File: src/rtl/vital_state_integrator.sv
// Virtual-pet vital state integrator: three saturating 2-bit levels driven by
// event pulses and a decay prescaler, plus a four-phase sleep/wake FSM.
module vital_state_integrator #(
    parameter int unsigned DECAY_PERIOD  = 1024,
    parameter int unsigned DROWSY_CYCLES = 64,
    parameter int unsigned WAKE_CYCLES   = 16
) (
    input  logic       clk,
    input  logic       rst_n,
    input  logic       feed,
    input  logic       play,
    input  logic       disturb,
    input  logic       sleep_req,
    output logic [1:0] energy,
    output logic [1:0] stress,
    output logic [1:0] pleasure,
    output logic [1:0] physical_state,
    output logic       update
);

    localparam int unsigned PW        = (DECAY_PERIOD > 1) ? $clog2(DECAY_PERIOD) : 1;
    localparam int unsigned PHASE_MAX = (DROWSY_CYCLES > WAKE_CYCLES) ? DROWSY_CYCLES : WAKE_CYCLES;
    localparam int unsigned TW        = $clog2(PHASE_MAX + 1);

    localparam logic [PW-1:0] PRESC_LAST  = PW'(DECAY_PERIOD - 1);
    localparam logic [TW-1:0] DROWSY_LAST = TW'(DROWSY_CYCLES - 1);
    localparam logic [TW-1:0] WAKE_LAST   = TW'(WAKE_CYCLES - 1);

    typedef enum logic [1:0] {
        SLEEP  = 2'b00,
        AWAKE  = 2'b01,
        DROWSY = 2'b10,
        WAKING = 2'b11
    } phys_t;

    phys_t         state, state_next;
    logic [PW-1:0] presc;
    logic [TW-1:0] phase, phase_next;
    logic          tick;
    logic [1:0]    energy_next, stress_next, pleasure_next;
    logic          e_inc, e_dec, s_inc, s_dec, p_inc, p_dec;

    // Opposing events cancel before saturation is applied.
    function automatic logic [1:0] sat_step(input logic [1:0] lvl, input logic inc,
                                            input logic dec);
        if (inc && !dec && lvl != 2'd3) return lvl + 2'd1;
        if (dec && !inc && lvl != 2'd0) return lvl - 2'd1;
        return lvl;
    endfunction

    assign tick           = (presc == PRESC_LAST);
    assign physical_state = state;

    always_comb begin
        e_inc = 1'b0;
        e_dec = 1'b0;
        s_inc = disturb;
        s_dec = 1'b0;
        p_inc = 1'b0;
        p_dec = 1'b0;
        state_next = state;
        unique case (state)
            AWAKE: begin
                e_inc = feed;
                e_dec = tick;
                p_inc = play;
                p_dec = tick;
                if (sleep_req || energy == 2'd0) state_next = DROWSY;
            end
            DROWSY: begin
                if (disturb) state_next = AWAKE;
                else if (phase == DROWSY_LAST) state_next = SLEEP;
            end
            SLEEP: begin
                e_inc = tick;
                s_dec = tick;
                if (disturb || (energy == 2'd3 && !sleep_req)) state_next = WAKING;
            end
            WAKING: begin
                if (phase == WAKE_LAST) state_next = AWAKE;
            end
        endcase

        energy_next   = sat_step(energy, e_inc, e_dec);
        stress_next   = sat_step(stress, s_inc, s_dec);
        pleasure_next = sat_step(pleasure, p_inc, p_dec);

        phase_next = '0;
        if (state_next == state && (state == DROWSY || state == WAKING))
            phase_next = phase + TW'(1);
    end

    always_ff @(posedge clk or negedge rst_n) begin
        if (!rst_n) begin
            presc    <= '0;
            phase    <= '0;
            state    <= AWAKE;
            energy   <= 2'd2;
            stress   <= 2'd0;
            pleasure <= 2'd1;
            update   <= 1'b0;
        end else begin
            presc    <= tick ? '0 : presc + PW'(1);
            phase    <= phase_next;
            state    <= state_next;
            energy   <= energy_next;
            stress   <= stress_next;
            pleasure <= pleasure_next;
            update   <= (energy_next != energy) || (stress_next != stress) ||
                        (pleasure_next != pleasure) || (state_next != state);
        end
    end

endmodule

File: config.mk
export PLATFORM = sky130hd
export DESIGN_NAME = vital_state_integrator
export DESIGN_NICKNAME = d
export VERILOG_FILES = /design/src/rtl/vital_state_integrator.sv
export SDC_FILE = /design/constraint.sdc
export NUM_CORES = 1
export LEC_CHECK = 0
export CAP_MARGIN = 10
export CORE_UTILIZATION = 44
export CTS_BUF_LIST = sky130_fd_sc_hd__clkbuf_4
export DETAILED_ROUTE_END_ITERATION = 8
export SETUP_SLACK_MARGIN = 0.5
export SYNTH_ARGS = -nofsm -noshare
export SYNTH_HDL_FRONTEND = slang
export SYNTH_SLANG_ARGS = --single-unit
File: constraint.sdc
create_clock -name clk -period 3.7 [get_ports clk]
set_input_delay 0.37 -clock clk [delete_from_list [all_inputs] [get_ports clk]]
set_output_delay 0.37 -clock clk [all_outputs]
set_load 0.02 [all_outputs]
==> results of run 1 <==
-- cell type report --
type	instances	area share (%)
tap	44	3.259
clock buffer	4	1.778
timing repair buffer	15	8.741
inverter	10	2.222
multi-input combinational	111	45.26
sequential	26	38.74
-- path summary, 6_finish.rpt --
path / start / to / cells past startpoint
worst min register to register: phase[0]$_DFF_PN0_ / phase[0]$_DFF_PN0_ / 1
worst min-delay path: rst_n / energy[0]$_DFF_PN0_ / 1
worst max-delay path: physical_state[1]$_DFF_PN0_ / physical_state[1] / 1
worst max register to register: presc[0]$_DFF_PN0_ / energy[0]$_DFF_PN0_ / 6
min in group clk: phase[0]$_DFF_PN0_ / phase[0]$_DFF_PN0_ / 1
max in group asynchronous: rst_n / phase[0]$_DFF_PN0_ / 2
-- registers in the layout (all words and copies together), names as in the netlist --
register        cells
update              1
stress              2
energy              2
presc              10
pleasure            2
physical_state      2
phase               7
-- power groups by stage --
stage | registers, mW | logic (mW) | clock network [mW]
2_1_floorplan | 0.477 | 0.266 | 0
3_3_place_gp | 0.441 | 0.436 | 0
3_5_place_dp | 0.445 | 0.453 | 0
4_1_cts | 0.440 | 0.454 | 0.141
5_1_grt | 0.451 | 0.507 | 0.151
6_report | 0.439 | 0.450 | 0.133
-- cells by family after synthesis --
logic type / share of synthesized area (%)
adder cells (fa/ha/maj): 6.815
XOR/XNOR: 8.944
AND/OR/NAND/NOR: 22.49
flip-flops: 44.55
multiplexers: 2.129
AO/OA/AOI/OAI: 11.67
buffers and inverters: 3.407
-- synth_stat cells (2+ instances only) --
master	instances	area, um^2
mux2i_1	2	20.02
a21oi_1	7	35.03
o22ai_1	2	12.51
ha_1	8	100.1
nand2_1	9	33.78
nor2_1	25	93.84
a31oi_1	2	12.51
nand2b_1	3	18.77
dfstp_2	3	78.83
xor2_1	7	61.31
o21ai_0	2	10.01
nand3_1	7	35.03
and3_1	2	12.51
o32a_1	2	20.02
inv_1	10	37.54
nand4_1	2	12.51
dfrtp_1	23	575.6
nor3_1	4	20.02
xnor2_1	8	70.07
nor2b_1	2	12.51
-- layer usage --
metal	share of wire [%]	vias to the layer above	global-route usage, %
li1	-	551	-
met1	50	535	25.10
met2	46	17	27.30
met3	2.7	4	1.948
met4	1.4	0	9.635
met5	0	-	0
-- per-stage QoR --
stage                     instance area (um^2)  hold WS (ps)
after detailed placement                  1659         453.1
final                                     1689         332.9
after floorplan                           1469         74.41
after global routing                      1689         349.5
after global placement                    1659         436.4
after CTS                                 1689         337.6
==> impl_results.md, run 1 <==
* Bufs and invs on worst path at 1
* Clock period minus worst slack at approximately 2100 ps
* Crit Path Max Fanout at 16
* Count of cell types in the netlist at 40
* Slowest CP cell: dfrtp_1
* Most frequent cells in the layout: nor2_1, dfrtp_1, clkdlybuf4s50_1
* Critical-path cell list: clkdlybuf4s50_1
* CTS tree: done
* Crit path DAT at about 1800 ps
* Peak supply drop at approximately 0.27 mV
* Outcome: finished, final reports clean
* Cell count after synthesis at 150
* Clock Latency Late Sink at 320 ps
* Clock sink total at 26
* Die Ht at between 50 and 60 um
* Final hold violation count at 0
* Relative slew slack at 59.28%
* Leading cell type in the layout, fill and taps excluded: nor2_1
* Avg Inst Size Synth at 9.793 um^2
* DRT iter0 DRCs at 49
* Layout area overhead at 14.99%
* FFs w/ async S/R, synth at 100.0%
* IO Pins at 15
* EDFF count, synth at 0
* Clock-pin slew on the worst setup and hold paths at ~140 ps
* Final design utilization at ~54%
* Critical Path Source Type: flop
* Seq pwr share at 42.9%
* Routed Antenna Nets at 0
* DR WL/cell at around 13 um
* Sw Pwr at 0.3951 mW
* Leakage power at around 0.75 nW
* Post-CTS resize count at 0
* Inserted Clock Buffers at 3
* Setup TNS at 0 ps
* Initial antenna violation count at 0
* Top_reg_cell synth: dfrtp_1
* YS warnings at 0
* Power, Total at between 1 and 1.5 mW
* FP Rows at 20
* Post-Place Setup Slack at about 1500 ps
* Fill count at between 300 and 400
* HPWL after DPL at 2050 um
* Final wirelength at approximately 2800 um
* Placed insts at 206
* Largest net degree at the start of global routing at 18
* Non-filler cells in the finished layout at 210
* Actual slew at the worst max-slew pin at 602.3 ps
* Internal power at between 0.6 and 0.7 mW
* Diode count at 0
* Clock power share at a little over an eighth
* H-tree levels at 1
* Syn_nets at 164
* Post-CTS setup buffer count at 0
* Reg area at 654.4 um^2
* Net switching fraction of the power at between 30% and 40%
* RSZ-0062 raised after global routing: no
* CTS Buffer Depth at 2
* GPL Wtd Cong at roughly 0.81
* FMAX at 0.4721 GHz
* Number of global-route vias before repair at about 1,100
* Nets at 181
* FF-to-FF setup slack at about 1700 ps
* Post-CTS Hold Buffers at 0
* Multi-input logic area at 764.5 um^2
* GRT Util Overall at 17.97%
* GRT Residual Overflow at 0
* Post-synthesis cell area at approximately 1500 um^2
* Pwr Density at between 600 and 700 nW/um^2
* Final WS setup at 1582 ps
* CTS root buf: clkbuf_4
* Die area at between 3000 and 4000 um^2
* Via-to-Cell Ratio at roughly 5.3
* Seq/Total Area, Yosys at roughly 45%
* CP Capture Type: output port
* Buffers on Ports at 14
* Worst Path Required at 3330 ps
* Crit Path Category: reg2out
* Remaining DRCs at 0
* Layout cell share with drive strength beyond 1 at 10.24%
* Comb power frac at between 40% and 50%
* Fin. max-slew vios at 0
* Worst path max stage delay at between 700 and 800 ps
* Via count at 1,107
* Clock Skews at 8.234 ps
* Starting Density at ~47%
* CP delay by family, top: flip-flops
* DR pass1 iterations at 4
* Fin crit share at 57.25%
* Yosys reg bits at 26
* Final Setup Violations at 0
* First-pass GRT wire length at around 4700 um
* Max cap viols at 0
* Core ar. at about 3100 um^2
* Die width at around 60 um
* Min-Delay Path Class: in2async
No activity file was read; power rests on OpenSTA's default activity.
==> inputs of run 2 (changes only) <==
PLACE_DENSITY = 0.67   (was not set)
clock period = 1.9 ns   (was 3.7 ns; I/O delays follow)
==> impl_results.md, run 2 (synthesis results as in run 1) <==
* Clock power share at 16.5%
* First-pass GRT wire length at roughly 5400 um
* CTS root buf: clkbuf_4
* DRT iter0 DRCs at 55
* Via-to-Cell Ratio at roughly 5.3
* Routed Antenna Nets at 0
* FF-to-FF Start: presc[1]$_DFF_PN0_
* Post-CTS Hold Buffers at 0
* GRT Residual Overflow at 0
* Worst r2r dst: pleasure[0]$_DFF_PN1_
* FMAX at just under 0.6 GHz
* Clock Skews at 24.38 ps
* FP Rows at 20
* Critical Path Source Type: flop
* Most frequent cells in the layout: buf_4, dfrtp_1, nor2_1
* Final wirelength at between 3000 and 4000 um
* Worst path max stage delay at between 400 and 500 ps
* Worst setup path start: presc[1]$_DFF_PN0_
* Clock sink total at 26
* Slowest CP cell: dfrtp_1
* Pwr Density at between 1000 and 1500 nW/um^2
* Layout cell share with drive strength beyond 1 at between 30 and 40%
* Nets at between 200 and 250
* Peak supply drop at 0.6088 mV
* Clock period minus worst slack at 1726 ps
* Seq pwr share at between 30% and 40%
* Relative slew slack at around 73%
* Placed Area at 1775 um^2
* Via count at 1,306
* Min-Delay Path Class: in2async
* Sw Pwr at about 0.92 mW
* Buffers on Ports at 14
* WP depth at 7
* Largest Register: presc
* Die area at approximately 3600 um^2
* Final Setup Violations at 0
* Initial antenna violation count at 0
* Crit path DAT at 2010 ps
* CTS tree: done
* Remaining DRCs at 0
* Largest regs: presc x10, phase x7
* Actual slew at the worst max-slew pin at between 300 and 400 ps
* Setup TNS at 0 ps
* Die width at about 60 um
* Worst Path Required at ~2200 ps
* Fin crit share at just over 90%
* GRT Util Overall at 20.42%
* HPWL after DPL at 2216 um
* Crit Path Category: reg2reg
* Max cap viols at 0
* GPL Wtd Cong at 0.8051
* Diode count at 0
* Starting Density at between 40% and 50%
* CTS Buffer Depth at 2
* Layout area overhead at 46.51%
* DR WL/cell at 14.49 um
* CP Capture Type: flop
* Die Ht at 59.78 um
* Leakage power at between 0.9 and 1 nW
* Final hold violation count at 0
* Clock-pin slew on the worst setup and hold paths at 160 ps
* Critical path destination: pleasure[0]$_DFF_PN1_
* Internal power at about 1.5 mW
* Core ar. at about 3100 um^2
* Number of global-route vias before repair at 1,197
* Outcome: finished, final reports clean
* Net switching fraction of the power at approximately two fifths
* H-tree levels at 1
* Crit Path Max Fanout at 4
* Post-route cell area at around 2200 um^2
* R2R depth at 7
* Leading cell type in the layout, fill and taps excluded: buf_4
* Clock Latency Late Sink at around 350 ps
* DR pass1 iterations at 4
* Largest net degree at the start of global routing at 27
* RSZ-0062 raised after global routing: yes
* Max reg flops at 10
* Comb power frac at 48.2%
* Bufs and invs on worst path at 1
* CP delay by family, top: simple AND/OR/NAND/NOR gates
* Critical-path cell list: ha_4 -> nand2_4 -> or3_4 -> buf_12 -> o31ai_4 -> nand2_1 -> xnor2_1
* FF-to-FF setup slack at ~170 ps
* IO Pins at 15
* Inserted Clock Buffers at 3
* Fin. max-slew vios at 0
==> run 2: changes by cell type in the layout (fill, tap and decap cells not counted), sizes merged <==
cell	delta
bufinv	+1
dlygate4sd2	+5
buf	+40
clkdlybuf4s50	-9
==> run 2: area by class of cell <==
type                            count  area [um^2]
Fill cell                         256        950.9
Multi-Input combinational cell    111        922.1
Sequential cell                    26        655.6
Timing Repair Buffer               52        429.2
Tap cell                           44        55.05
Inverter                           10        37.54
Clock inverter                      1        30.03
Clock buffer                        3        22.52
==> run 2: timing repair <==
action | 4_1_cts | 5_1_grt
endpoints found under the setup margin | 25 | 24
resized for setup | 23 | 16
setup buffers | 16 | 17
pin swaps | 3 | 9
==> run 2: worst min path at each step <==
stage	start	end	slack [ps]	depth (start not counted)
floorplan	rst_n	energy[0]$_DFF_PN0_	-110	0
global placement	phase[0]$_DFF_PN0_	phase[0]$_DFF_PN0_	440	1
detailed placement	phase[0]$_DFF_PN0_	phase[0]$_DFF_PN0_	440	1
CTS	rst_n	pleasure[1]$_DFF_PN0_	200	2
global route	rst_n	pleasure[1]$_DFF_PN0_	220	2
finish	rst_n	presc[6]$_DFF_PN0_	190	2
==> run 2: per-layer routing <==
layer | vias to the layer above | wire [um] | GRT usage [%]
li1 | 625 | - | -
met3 | 9 | 154 | 3.896
met4 | 0 | 78 | 8.970
met2 | 27 | 1707 | 32.38
met1 | 645 | 1639 | 27.11
met5 | - | 0 | 0
==> run 2: per-stage QoR <==
stage	worst slack, ps	util (%)	instances	total power, mW	hold WS, ps
floorplan	289.5	-	150	1.543	-105.6
global placement	178.3	57.22	210	1.830	438.0
detailed placement	114.8	57.22	210	1.878	444.9
CTS	178.0	63.67	230	2.283	202.5
global route	99.83	69.35	247	2.529	224.2
finish	174.5	69.35	247	2.385	185.2
==> run 2: power by group through the flow <==
stage          Clock (mW)  Sequential (mW)  Combinational, mW
6_report            0.394            0.842               1.15
5_1_grt             0.414            0.857               1.26
4_1_cts             0.398            0.844               1.04
3_5_place_dp            0            0.875               1.00
3_3_place_gp            0            0.862              0.967
2_1_floorplan           0            0.943              0.600
==> inputs of run 3 (changes only) <==
CAP_MARGIN = 15   (was 10)
==> results of run 3 <==
Same layout as run 2: the final DEF is identical, and so are final timing and power.
